**src/rtl/sight_test_ctrl_if.sv**
```systemverilog
// Key inputs and display/chart outputs of the acuity test controller.
// Master drives the raw keys; slave is the controller.
interface sight_test_ctrl_if;
    logic       key_start;
    logic       key_ok;
    logic       key_ng;
    logic [7:0] bcd;
    logic       x_signal;
    logic [1:0] e_dir;
    logic       busy;
    logic       done;

    modport master (
        output key_start, key_ok, key_ng,
        input  bcd, x_signal, e_dir, busy, done
    );

    modport slave (
        input  key_start, key_ok, key_ng,
        output bcd, x_signal, e_dir, busy, done
    );
endinterface

```
**src/rtl/sight_test_ctrl.sv**
```systemverilog
// Visual-acuity test controller: key debounce, level/trial scoring,
// registered display drive and LFSR optotype direction.
module sight_test_ctrl #(
    parameter int DEB_CYCLES = 1000000,
    parameter int TRIALS     = 4,
    parameter int PASS_NEED  = 3,
    parameter int MAX_LEVEL  = 15
) (
    input logic clk,
    input logic rst_n,
    sight_test_ctrl_if.slave bus
);
    localparam logic [23:0] DEB_M1 = 24'(DEB_CYCLES - 1);
    localparam logic [3:0]  TR     = 4'(TRIALS);
    localparam logic [3:0]  PN     = 4'(PASS_NEED);
    localparam logic [4:0]  ML     = 5'(MAX_LEVEL);

    typedef enum logic [1:0] {IDLE, TEST, DONE} state_t;

    logic [2:0]  w_raw;
    logic [2:0]  r_s1, r_s2, r_deb, r_debq, r_pls;
    logic [23:0] r_cnt [3];
    logic [15:0] r_lfsr;

    state_t      r_state, w_state_n;
    logic [4:0]  r_level, w_level_n;
    logic [3:0]  r_trial, w_trial_n;
    logic [3:0]  r_corr, w_corr_n;
    logic [4:0]  r_result, w_result_n;
    logic        r_flow, w_flow_n;
    logic        w_load_dir;

    logic [7:0]  r_bcd, w_bcd_n;
    logic        r_x, r_busy, r_done;
    logic [1:0]  r_edir;

    logic        w_start, w_ok, w_ng, w_ans;
    logic [3:0]  w_tri_inc, w_cor_inc;

    // index 0 = start, 1 = ok, 2 = ng
    assign w_raw     = {bus.key_ng, bus.key_ok, bus.key_start};
    assign w_start   = r_pls[0];
    assign w_ok      = r_pls[1];
    assign w_ng      = r_pls[2];
    assign w_ans     = w_ok ^ w_ng;
    assign w_tri_inc = r_trial + 4'd1;
    assign w_cor_inc = r_corr + {3'd0, w_ok};

    function automatic logic [7:0] to_bcd(input logic [4:0] l);
        if (l >= 5'd10)
            return {4'(l - 5'd10), 4'd1};
        else
            return {l[3:0], 4'd0};
    endfunction

    always_ff @(posedge clk) begin
        if (rst_n) begin
            r_s1   <= '0;
            r_s2   <= '0;
            r_deb  <= '0;
            r_debq <= '0;
            r_pls  <= '0;
            for (int i = 0; i < 3; i++)
                r_cnt[i] <= '0;
        end else begin
            r_s1   <= w_raw;
            r_s2   <= r_s1;
            r_debq <= r_deb;
            r_pls  <= r_deb & ~r_debq;
            for (int i = 0; i < 3; i++) begin
                if (r_s2[i] == r_deb[i]) begin
                    r_cnt[i] <= '0;
                end else if (r_cnt[i] == DEB_M1) begin
                    r_deb[i] <= r_s2[i];
                    r_cnt[i] <= '0;
                end else begin
                    r_cnt[i] <= r_cnt[i] + 24'd1;
                end
            end
        end
    end

    always_ff @(posedge clk) begin
        if (rst_n)
            r_lfsr <= 16'hACE1;
        else
            r_lfsr <= {r_lfsr[14:0],
                       r_lfsr[15] ^ r_lfsr[13] ^ r_lfsr[12] ^ r_lfsr[10]};
    end

    always_comb begin
        w_state_n  = r_state;
        w_level_n  = r_level;
        w_trial_n  = r_trial;
        w_corr_n   = r_corr;
        w_result_n = r_result;
        w_flow_n   = r_flow;
        w_load_dir = 1'b0;
        unique case (r_state)
            IDLE, DONE: begin
                if (w_start) begin
                    w_state_n  = TEST;
                    w_level_n  = 5'd1;
                    w_trial_n  = '0;
                    w_corr_n   = '0;
                    w_flow_n   = 1'b0;
                    w_load_dir = 1'b1;
                end
            end
            TEST: begin
                if (w_start) begin
                    w_level_n  = 5'd1;
                    w_trial_n  = '0;
                    w_corr_n   = '0;
                    w_load_dir = 1'b1;
                end else if (w_ans) begin
                    w_load_dir = 1'b1;
                    if (w_tri_inc == TR) begin
                        w_trial_n = '0;
                        w_corr_n  = '0;
                        if (w_cor_inc >= PN) begin
                            if (r_level < ML) begin
                                w_level_n = r_level + 5'd1;
                            end else begin
                                w_state_n  = DONE;
                                w_result_n = r_level;
                            end
                        end else if (r_level > 5'd1) begin
                            w_state_n  = DONE;
                            w_result_n = r_level - 5'd1;
                        end else begin
                            w_state_n  = DONE;
                            w_result_n = 5'd1;
                            w_flow_n   = 1'b1;
                        end
                    end else begin
                        w_trial_n = w_tri_inc;
                        w_corr_n  = w_cor_inc;
                    end
                end
            end
            default: w_state_n = IDLE;
        endcase
    end

    // Outputs are computed from the next state so they change with it.
    always_comb begin
        w_bcd_n = 8'hFF;
        if (w_state_n == TEST)
            w_bcd_n = to_bcd(w_level_n);
        else if (w_state_n == DONE)
            w_bcd_n = to_bcd(w_result_n);
    end

    always_ff @(posedge clk) begin
        if (rst_n) begin
            r_state  <= IDLE;
            r_level  <= '0;
            r_trial  <= '0;
            r_corr   <= '0;
            r_result <= '0;
            r_flow   <= 1'b0;
            r_bcd    <= 8'hFF;
            r_x      <= 1'b0;
            r_busy   <= 1'b0;
            r_done   <= 1'b0;
            r_edir   <= '0;
        end else begin
            r_state  <= w_state_n;
            r_level  <= w_level_n;
            r_trial  <= w_trial_n;
            r_corr   <= w_corr_n;
            r_result <= w_result_n;
            r_flow   <= w_flow_n;
            r_bcd    <= w_bcd_n;
            r_x      <= (w_state_n == DONE) & w_flow_n;
            r_busy   <= (w_state_n == TEST);
            r_done   <= (w_state_n == DONE);
            if (w_load_dir)
                r_edir <= r_lfsr[1:0];
        end
    end

    assign bus.bcd      = r_bcd;
    assign bus.x_signal = r_x;
    assign bus.e_dir    = r_edir;
    assign bus.busy     = r_busy;
    assign bus.done     = r_done;
endmodule

```
**src/flat_wrapper.sv**
```systemverilog
// flat-port wrapper written by rule: the top's interface ports become plain ports
module sight_test_ctrl_flat 
#(
    parameter int DEB_CYCLES = 1000000,
    parameter int TRIALS     = 4,
    parameter int PASS_NEED  = 3,
    parameter int MAX_LEVEL  = 15
)
  (clk, rst_n, bus_key_start, bus_key_ok, bus_key_ng, bus_bcd, bus_x_signal, bus_e_dir, bus_busy, bus_done);
  sight_test_ctrl_if bus_i ();
  input logic clk;
  input logic rst_n;
  input wire logic [$bits(bus_i.key_start)-1:0] bus_key_start;
  input wire logic [$bits(bus_i.key_ok)-1:0] bus_key_ok;
  input wire logic [$bits(bus_i.key_ng)-1:0] bus_key_ng;
  output wire logic [$bits(bus_i.bcd)-1:0] bus_bcd;
  output wire logic [$bits(bus_i.x_signal)-1:0] bus_x_signal;
  output wire logic [$bits(bus_i.e_dir)-1:0] bus_e_dir;
  output wire logic [$bits(bus_i.busy)-1:0] bus_busy;
  output wire logic [$bits(bus_i.done)-1:0] bus_done;
  assign bus_i.key_start = bus_key_start;
  assign bus_i.key_ok = bus_key_ok;
  assign bus_i.key_ng = bus_key_ng;
  assign bus_bcd = bus_i.bcd;
  assign bus_x_signal = bus_i.x_signal;
  assign bus_e_dir = bus_i.e_dir;
  assign bus_busy = bus_i.busy;
  assign bus_done = bus_i.done;
  sight_test_ctrl #(.DEB_CYCLES(DEB_CYCLES), .TRIALS(TRIALS), .PASS_NEED(PASS_NEED), .MAX_LEVEL(MAX_LEVEL)) u_core (.clk(clk), .rst_n(rst_n), .bus(bus_i));
endmodule
```
**config.mk**
```make
export PLATFORM = sky130hd
export DESIGN_NAME = sight_test_ctrl_flat
export DESIGN_NICKNAME = d
export VERILOG_FILES = /design/src/rtl/sight_test_ctrl_if.sv /design/src/rtl/sight_test_ctrl.sv /design/src/flat_wrapper.sv
export SDC_FILE = /design/constraint.sdc
export NUM_CORES = 1
export LEC_CHECK = 0
export ABC_AREA = 1
export CORE_MARGIN = 4
export CORE_UTILIZATION = 25
export DETAILED_ROUTE_END_ITERATION = 8
export GPL_TIMING_DRIVEN = 0
export PLACE_DENSITY = 0.5
export SETUP_SLACK_MARGIN = 0.5
export SLEW_MARGIN = 5
export SYNTH_ARGS = -nofsm -noshare
export SYNTH_HDL_FRONTEND = slang
export SYNTH_SLANG_ARGS = --single-unit
export TNS_END_PERCENT = 100
```
**constraint.sdc**
```tcl
create_clock -name clk -period 3.4 [get_ports clk]
set_clock_uncertainty 0.15 [all_clocks]
set_input_delay 0.68 -clock clk [delete_from_list [all_inputs] [get_ports clk]]
set_output_delay 0.68 -clock clk [all_outputs]
set_load 0.03 [all_outputs]
```
### Yosys cells after proc, flatten, opt, wreduce, memory -nomap -nowiden

Memory sizes are Yosys's and may differ from the RTL's.
Cells that the tools add are included.

| storage, ports and cells | value |
|---|---|
| bits of input ports | 5 |
| memories | 1 |
| word-level logic and storage cells | 162 |
| ROM bits | 0 |
| RAM bits | 72 |
| bits in registers | 65 |
| latch bits | 0 |

Memory list:

| memory | depth | bits a word | read ports | clocked after Yosys merged registers in | wr ports | line | source |
|---|---|---|---|---|---|---|---|
| u_core.r_cnt | 3 | 24 | 3 | 0 | 3 | sight_test_ctrl.sv:22 | `logic [23:0] r_cnt [3];` |

| operators by class | value |
|---|---|
| add/sub/neg operators | 9 |
| div/mod/pow operators | 0 |
| multiply operators | 0 |
| reductions and logical operators | 7 |
| shift operators | 0 |
| $lt $le $gt $ge | 5 |
| multiplexer cells | 89 |
| bitwise operators | 19 |
| eq/ne operators | 13 |

Operators with widths:

| kind | number |
|---|---|
| 24-bit two-way mux | 9 |
| 24-bit by 1-bit adder with 24-bit output (second input constant) | 3 |
| 24-bit by 20-bit == test with 1-bit output (second input constant) | 3 |
| 5-bit two-way mux | 13 |
| 1-bit two-way mux | 44 |
| 8-bit two-way mux | 4 |
| 4-bit two-way mux | 7 |
| 4-bit one-hot mux with 2 select lines | 2 |
| 2-bit two-way mux | 6 |
| 5-bit by 4-bit greater-or-equal comparator with 1-bit output (second input constant) | 2 |
| 5-bit one-hot mux with 2 select lines | 1 |
| 1-bit bitwise OR | 9 |
| 4-bit subtractor (second input constant) | 2 |
| 2-bit AND reduction | 3 |
| 5-bit by 1-bit adder with 5-bit output (second input constant) | 1 |
| 5-bit by 1-bit greater-than comparator with 1-bit output (second input constant) | 1 |
| 5-bit by 4-bit less-than comparator with 1-bit output (second input constant) | 1 |
| 5-bit by 1-bit subtractor with 5-bit output (second input constant) | 1 |
| 4-bit by 1-bit adder with 4-bit output | 1 |
| 4-bit by 1-bit adder with 4-bit output (second input constant) | 1 |
| 2-bit by 1-bit == test with 1-bit output (second input constant) | 2 |
| 2-bit == test (second input constant) | 2 |
| 4-bit by 3-bit == test with 1-bit output (second input constant) | 1 |
| 4-bit by 2-bit greater-or-equal comparator with 1-bit output (second input constant) | 1 |
| 14 further kinds | 22 |

### Depth between registers and ports, before layout

Gate-level depths: netlist of run 1.

| depth | value |
|---|---|
| depth in word-level cells | 11 |
| mapped depth | 19 |
| mapped depth without buffers | 19 |

### Worst setup path before layout of run 1

No wires, ideal clock.

| path | value |
|---|---|
| kind | reg-to-reg |
| start point | register u_core.r_pls[1] |
| end point | register u_core.r_bcd[6] (netlist: u_core.bus.bcd[6]) |
| path slack | 0.836 ns |
| buffers on the path | 0 |
| clock period less this slack | 2.564 ns |
| setup time | 0.117 ns |
| arrival | 2.297 ns |
| cell stages (with the launch flop) | 17 |
| data required time | 3.133 ns |
| cell sequence | dfxtp_1 ha_1 ha_1 nand2_1 nand3_1 nor2_4 nor2_1 nand3_1 nand3_1 and2_1 ha_1 a21oi_1 nor2_1 o21ai_2 nand2_1 a21oi_1 nand2_1 |

| on the way | value |
|---|---|
| word-level cells in the longest chain between the ends | 11 |

RTL lines:

| what | line | source |
|---|---|---|
| from (decl) | sight_test_ctrl.sv:21 | `logic [2:0] r_s1, r_s2, r_deb, r_debq, r_pls;` |
| from (signal assigned) | sight_test_ctrl.sv:69 | `r_pls <= r_deb & ~r_debq;` |
| 4-bit by 1-bit adder with 4-bit output | sight_test_ctrl.sv:47 | `assign w_cor_inc = r_corr + {3'd0, w_ok};` |
| 4-bit by 2-bit greater-or-equal comparator with 1-bit output | sight_test_ctrl.sv:121 | `if (w_cor_inc >= PN) begin` |
| 5-bit two-way mux | sight_test_ctrl.sv:121 |  |
| 5-bit two-way mux | sight_test_ctrl.sv:118 | `if (w_tri_inc == TR) begin` |
| 5-bit two-way mux | sight_test_ctrl.sv:116 | `end else if (w_ans) begin` |
| 5-bit two-way mux | sight_test_ctrl.sv:111 | `if (w_start) begin` |
| 5-bit two-way mux | sight_test_ctrl.sv:99 | `unique case (r_state)` |
| 4-bit subtractor or 5-bit by 4-bit greater-or-equal comparator with 1-bit output (tied branches) | sight_test_ctrl.sv:51, sight_test_ctrl.sv:50 |  |
| 8-bit two-way mux | sight_test_ctrl.sv:50 | `if (l >= 5'd10)` |
| 8-bit two-way mux | sight_test_ctrl.sv:151 | `else if (w_state_n == DONE)` |
| 8-bit two-way mux (*) | sight_test_ctrl.sv:149 | `if (w_state_n == TEST)` |
| to (signal assigned) | sight_test_ctrl.sv:175 | `r_bcd <= w_bcd_n;` |
| to (decl) | sight_test_ctrl.sv:33 | `logic [7:0] r_bcd, w_bcd_n;` |

Mark *: on every way between the ends. The rest lies on a longest branch, timed or not.
A chain may end at the register's enable or synchronous reset.

### Final worst setup path of run 1

| path | value |
|---|---|
| start point | register u_core.r_pls[1] |
| end point | register u_core.r_bcd[5] (netlist: u_core.bus.bcd[5]) |

The elaborated chain is that of the path after synthesis.

==> impl_results.md, run 1 <==
- Seq/Total Area, Yosys: 0.489
- # setup viols final: 0
- Cts hold-fix bufs: 0
- Root buffer cell: clkbuf_16
- Slew HR: 0.596
- Largest net degree at the start of global routing: 17
- #FFs+latches synth: 135
- Mapped Cells: 830
- Port bufs: 17
- Grt ovf: 0
- Number of vias per cell: 4.11
- Total core area: 27300 µm²
- Post-synthesis cell type count: 48
- Die area: 30700 µm²
- Fin crit share: 0.806
- Total number of vias: 5455
- Drt pass-1 iters: 5
- Initial antenna violation count: 0
- Max H-tree Level: 4
- Most frequent cells in the layout: 124 x nand2_1, 122 x nor2_1, 118 x inv_1
- Final Wtd Congestion: 0.834
- # fillers: 2839
- DRT iter0 DRCs: 370
- Synth-to-Final Area Change: 22.4%
- Chip Height: 175 µm
- Ports: 18
- Critical-path maximum fanout: 5
- Fin nets: 962
- Min-Delay Path Class: reg2reg
- DP Wirelength: 10400 µm
- Largest cells by area after synthesis: edfxtp_1 31%, dfxtp_1 18%, nand2_1 6.8%
- Top cell type's share of synthesized area: 0.309
- Synth warnings: 0
- Final antenna diode count: 0
- CTS tree: done
- Main synth FF type: edfxtp_1
- Worst-Skew Late Latency: 0.42 ns
- Leakage power total: 3.51 nW
- Total global-route track usage: 0.0981
- Hold Vio Cnt, Final: 0
- Clock buffer count from CTS: 17
- Final Power: 3.75 mW
- Crit path arrival time: 2.90 ns
- F_max: 0.365 GHz
- VDD IR max: 0.322 mV
- Most common cell after layout, fill and taps aside: nand2_1
- Die span in x: 175 µm
- Sum Neg Setup Slack: 0 ns
- Routed WL: 14200 µm
- Crit end category: flip-flop
- Share of layout cells above drive strength 1: 0.117
- Remaining antenna violation count: 0
- Power density over cell area: 438 nW/µm²
- Number of global-route vias before repair: 5337
- RSZ-0062 raised after global routing: true
- DR DRC count: 0
- Outcome: completed
- CP max stage cell: dfxtp_2
- Mapped cell area: 7000 µm²
- Number of flops mapped to enable cells by yosys: 72
- First-pass GRT wire length: 24900 µm
- Max-cap check violation count: 0
- Fin. max-slew vios: 0
- Row count: 60
- Worst endpoint required time: 3.56 ns
- CP Cell Sequence: ha_4 > ha_1 > nand2_1 > nand3_1 > nor2_4 > nor2_1 > nand3_1 > nand3_1 > and2_4 > ha_1 > a21oi_2 > nor2_2 > o21ai_2 > nand2_1 > a21oi_2 > nand2_1
- Wirelength per Cell: 10.7 µm
- Crit path time final: 2.74 ns
- Ys async rst share: 0
- CP Launch Type: flip-flop
- Critical Path Max Stage Delay: 0.35 ns
- CP Class: reg2reg
- CTS sink count: 135
- Initial Utilization: 0.257
- Worst Tran Pin Value: 0.606 ns
- Post-Syn Area per Cell: 8.43 µm²
- Clock buffer depth: 2
- Leading area contributor after synthesis: edfxtp_1
- Clock-pin transition on the worst setup and hold timing paths: 0.06 ns
[layer usage]
| metal | routed length, µm | up-vias | part of all wire | track usage |
|---|---|---|---|---|
| li1 | - | 2892 | - | - |
| met1 | 7030 | 2488 | 0.49 | 0.127 |
| met3 | 434 | 22 | 0.030 | 0.0254 |
| met4 | 303 | 0 | 0.021 | 0.0373 |
| met5 | 0 | - | 0 | 0 |
| met2 | 6470 | 53 | 0.45 | 0.158 |
[stage by stage]
step	instance area (µm²)	utilization	worst slack [ns]	hold WS, ns	std cells
2_1_floorplan	7260	-	0.836	0.223	901
3_3_place_gp	7900	0.290	0.409	0.234	1290
3_5_place_dp	7900	0.290	0.431	0.233	1290
4_1_cts	8490	0.312	0.533	0.242	1321
5_1_grt	8570	0.314	0.483	0.251	1327
6_report	8570	0.314	0.661	0.240	1327
[sequential cells by signal (all words and copies together) (netlist names)]
signal and cells:
u_core.r_pls 3, u_core.r_cnt 72, u_core.bus.e_dir 2, u_core.bus.busy 1, u_core.r_corr 4, u_core.bus.bcd 6, u_core.r_result 5, u_core.r_lfsr 16
u_core.r_level 5, u_core.r_flow 1, u_core.r_deb 3, u_core.r_state 2, u_core.r_debq 3, u_core.r_trial 4, u_core.bus.done 1, u_core.r_s1 3
u_core.r_s2 3, u_core.bus.x_signal 1
[logic make-up after synthesis]
logic type               synth area share
flip-flops                          0.489
buffers and inverters              0.0760
XOR/XNOR                           0.0349
adder cells (fa/ha/maj)            0.0250
AO/OA/AOI/OAI                      0.0612
other                            0.000536
AND/OR/NAND/NOR                     0.313
[power breakdown]
group / internal (mW) / leakage, nW / switching [mW]
clock: 1.13 / 0.295 / 0.700
sequential: 1.77 / 1.26 / 0.0413
combinational: 0.0408 / 1.96 / 0.0776
[cells in the mapped netlist (2+ instances only)]
library cell  number
inv_2              2
nand2_4            3
buf_2              8
or2_2             12
o21ai_0           26
inv_1            118
xor2_1            17
a21oi_1           35
dfxtp_1           63
buf_4              2
o21a_1             4
nor4_1             6
nand3_2           12
nor2_8             2
nand2_2            6
nor3b_1           16
o21ai_1            2
nand2_1          126
clkbuf_1           6
nor2_2             7
nor3_2             4
nand4_1           25
nor2_1           123
nor2_4             4
ha_1              14
xnor2_1            9
edfxtp_1          72
nand3_1           49
a31oi_1            2
nor3_1            37
[worst paths after layout]
path | to | cells after the start | slack (ns) | startpoint
worst min register to register | u_core.r_pls[2] | 1 | 0.24 | u_core.r_debq[2]
worst max register to register | u_core.bus.bcd[5] | 16 | 0.66 | u_core.r_pls[1]
worst max-delay path | u_core.bus.bcd[5] | 16 | 0.66 | u_core.r_pls[1]
worst min-delay path | u_core.r_pls[2] | 1 | 0.24 | u_core.r_debq[2]
[area by class of cell]
class	count	area (µm²)	share of cell area
Tap cell	372	465	0.0543
Buffer	17	81.3	0.00949
Inverter	120	450	0.0526
Multi-Input combinational cell	629	3340	0.390
Sequential cell	135	3420	0.400
Clock inverter	4	27.5	0.00321
Timing Repair Buffer	23	215	0.0251
Clock buffer	27	559	0.0653
[critical path: cells and delay by family (launching register included)]
family / cells / cell delay (ns)
compound gates: 3 / 0.37
fa+ha+maj: 3 / 0.68
flops: 1 / 0.35
simple gates: 10 / 1.07
[repair_timing]
action,CTS,global route
buffers inserted,0,6
setup endpoints to repair,2,4
pin swaps,1,2
gates resized for setup,2,8
gates cloned,0,0
Power figures use the tool's default switching activity.
==> inputs of run 2 (changes only) <==
PLACE_DENSITY = 0.51   (was 0.5)
clock period = 2.2 ns   (was 3.4 ns; I/O delays follow)
==> impl_results.md, run 2 (same netlist as run 1, synthesis figures left out) <==
- Hold Vio Cnt, Final: 0 (unchanged)
- Total global-route track usage: 0.116 (+0.0179)
- Worst endpoint required time: 2.36 ns (-1.20 ns)
- Clock buffer depth: 2 (unchanged)
- Clock buffer count from CTS: 17 (unchanged)
- Min-Delay Path Class: reg2reg
- Synth-to-Final Area Change: 67.6%
- Register area: 3440 µm² (+0.33%)
- Row count: 60 (unchanged)
- Slew HR: 0.582 (-0.0135)
- Max-cap check violation count: 0 (unchanged)
- # fillers: 2567 (-9.6%)
- VDD IR max: 0.550 mV (+71%)
- Hold Path Depth: 1 (unchanged)
- Worst Tran Pin Value: 0.627 ns (+0.0203 ns)
- Wirelength per Cell: 12.2 µm (+14%)
- Fin crit share: 1.13 (+0.322)
- Most common cell after layout, fill and taps aside: buf_4
- Crit path arrival time: 2.64 ns (-0.26 ns)
- Reg with most FFs: u_core.r_cnt
- Fin nets: 1122 (+17%)
- Footprint of the multi-input gates: 4710 µm² (+41%)
- Largest net degree at the start of global routing: 17 (unchanged)
- Final antenna diode count: 0 (unchanged)
- First-pass GRT wire length: 29400 µm (+18%)
- Chip Height: 175 µm (unchanged)
- Initial Utilization: 0.257 (unchanged)
- Non-Filler Instances: 1488 (+12%)
- Crit path time final: 2.48 ns (-0.259 ns)
- Worst-Skew Late Latency: 0.43 ns (about the same)
- # setup viols final: 8 (+8)
- RSZ-0062 raised after global routing: true
- Clock-pin transition on the worst setup and hold timing paths: 0.06 ns (about the same)
- Drt pass-1 iters: 4 (-1)
- Setup ws final: -0.280 ns (-0.941 ns)
- CP Class: reg2reg
- DP Wirelength: 10600 µm (+1.8%)
- Crit end category: flip-flop
- Worst-case hold slack: 0.238 ns (-0.00200 ns)
- Port bufs: 17 (unchanged)
- Power density over cell area: 536 nW/µm² (+22%)
- Root buffer cell: clkbuf_16
- DR DRC count: 0 (unchanged)
- Int Pwr: 4.83 mW (+64%)
- Fin. max-slew vios: 0 (unchanged)
- Share of layout cells above drive strength 1: 0.459 (+0.342)
- Max H-tree Level: 4 (unchanged)
- Initial antenna violation count: 0 (unchanged)
- Failing checks: negative setup slack
- Total number of vias: 6367 (+17%)
- Final Power: 6.28 mW (+67%)
- Critical-path maximum fanout: 4 (-1)
- F_max: 0.403 GHz (+10%)
- Leakage power total: 4.84 nW (+38%)
- Outcome: finished, violations left
- Number of global-route vias before repair: 6224 (+17%)
- Switching Fraction: 0.232 (+0.0135)
- Most frequent cells in the layout: 101 x buf_4, 95 x nand2_1, 90 x inv_1
- DP Cell Count: 1290 (unchanged)
- CP Launch Type: flip-flop
- Total core area: 27300 µm² (unchanged)
- Switching power: 1.46 mW (+78%)
- Grt ovf: 0 (unchanged)
- CTS tree: done
- Flop pwr share: 0.446 (-0.036)
- Routed WL: 18200 µm (+27%)
- Sum Neg Setup Slack: -1.16 ns (-1.16 ns)
- Reg2Reg Depth: 17 (+1)
- Die area: 30700 µm² (unchanged)
- DRT iter0 DRCs: 322 (-13%)
- Comb power frac: 0.056 (+0.024)
- Ports: 18 (unchanged)
- Number of vias per cell: 4.28 (+4.1%)
- Die span in x: 175 µm (unchanged)
- CTS sink count: 135 (unchanged)
- R2r setup slk: -0.28 ns (-0.94 ns)
- Remaining antenna violation count: 0 (unchanged)
- Final Wtd Congestion: 0.857 (+2.8%)
- Clock power share: 0.498 (+0.012)
- Max FFs per register: 72 (unchanged)
[run 2: changes by cell type in the layout (fill, tap and decap cells not counted), moves of 22 or more]
cell	delta
buf_4	+93
nor2_1	-55
buf_6	+53
nor2_4	+46
nand2_1	-29
inv_1	-28
nor3_1	-24
inv_2	+22
[run 2: final timing paths]
check | start | to
setup / recovery | u_core.r_pls[1] | u_core.bus.bcd[5]
hold / removal | u_core.r_debq[1] | u_core.r_pls[1]
setup reg to reg | u_core.r_pls[1] | u_core.bus.bcd[5]
hold reg to reg | u_core.r_debq[1] | u_core.r_pls[1]
[run 2: timing repair]
action	CTS	global route
setup buffers	116	44
gates cloned	6	0
gates resized for setup	264	151
endpoints found under the setup margin	127	115
hold buffers	0	0
pin swaps	69	67
[run 2: layout make-up]
cell class | instances | area share
multi-input combinational | 629 | 0.402
clock inverter | 9 | 0.00789
tap | 372 | 0.0397
buffer | 17 | 0.0131
clock buffer | 23 | 0.0481
inverter | 120 | 0.0399
sequential | 135 | 0.293
timing repair buffer | 183 | 0.157
[run 2: per-stage QoR]
step           setup WS, ns   util  cell area [µm²]
2_1_floorplan       -0.0841      -             7560
3_3_place_gp         -0.389  0.301             8200
3_5_place_dp         -0.414  0.301             8200
4_1_cts              -0.253  0.397            10800
5_1_grt              -0.405  0.430            11700
6_report             -0.280  0.430            11700
[run 2: critical path, cell delays in order (launching register included)]
cell and delay (ns):
dfxtp_4 0.36, ha_4 0.17, ha_4 0.28, nand2_4 0.06
nand3_4 0.07, nor2_4 0.05, nor2_2 0.12, nand2_1 0.07
nand2_1 0.08, nand3_2 0.07, and2_4 0.17, ha_4 0.16
a21oi_4 0.14, nor2_4 0.05, o21ai_2 0.07, nand2_1 0.09
a21oi_2 0.15, nand2_1 0.07
[run 2: layer usage]
metal	wire length, µm	share of wire	GRT usage	vias up
met4	330	0.018	0.0406	0
met3	419	0.023	0.0226	21
li1	-	-	-	3232
met1	7970	0.44	0.145	3041
met5	0	0	0	-
met2	9430	0.52	0.200	73
[run 2: power groups by stage]
stage | clock (mW) | combinational, mW | sequential (mW)
2_1_floorplan | 0 | 0.149 | 2.84
3_3_place_gp | 0 | 0.192 | 2.85
3_5_place_dp | 0 | 0.193 | 2.86
4_1_cts | 3.20 | 0.303 | 2.80
5_1_grt | 3.30 | 0.392 | 2.81
6_report | 3.13 | 0.352 | 2.80
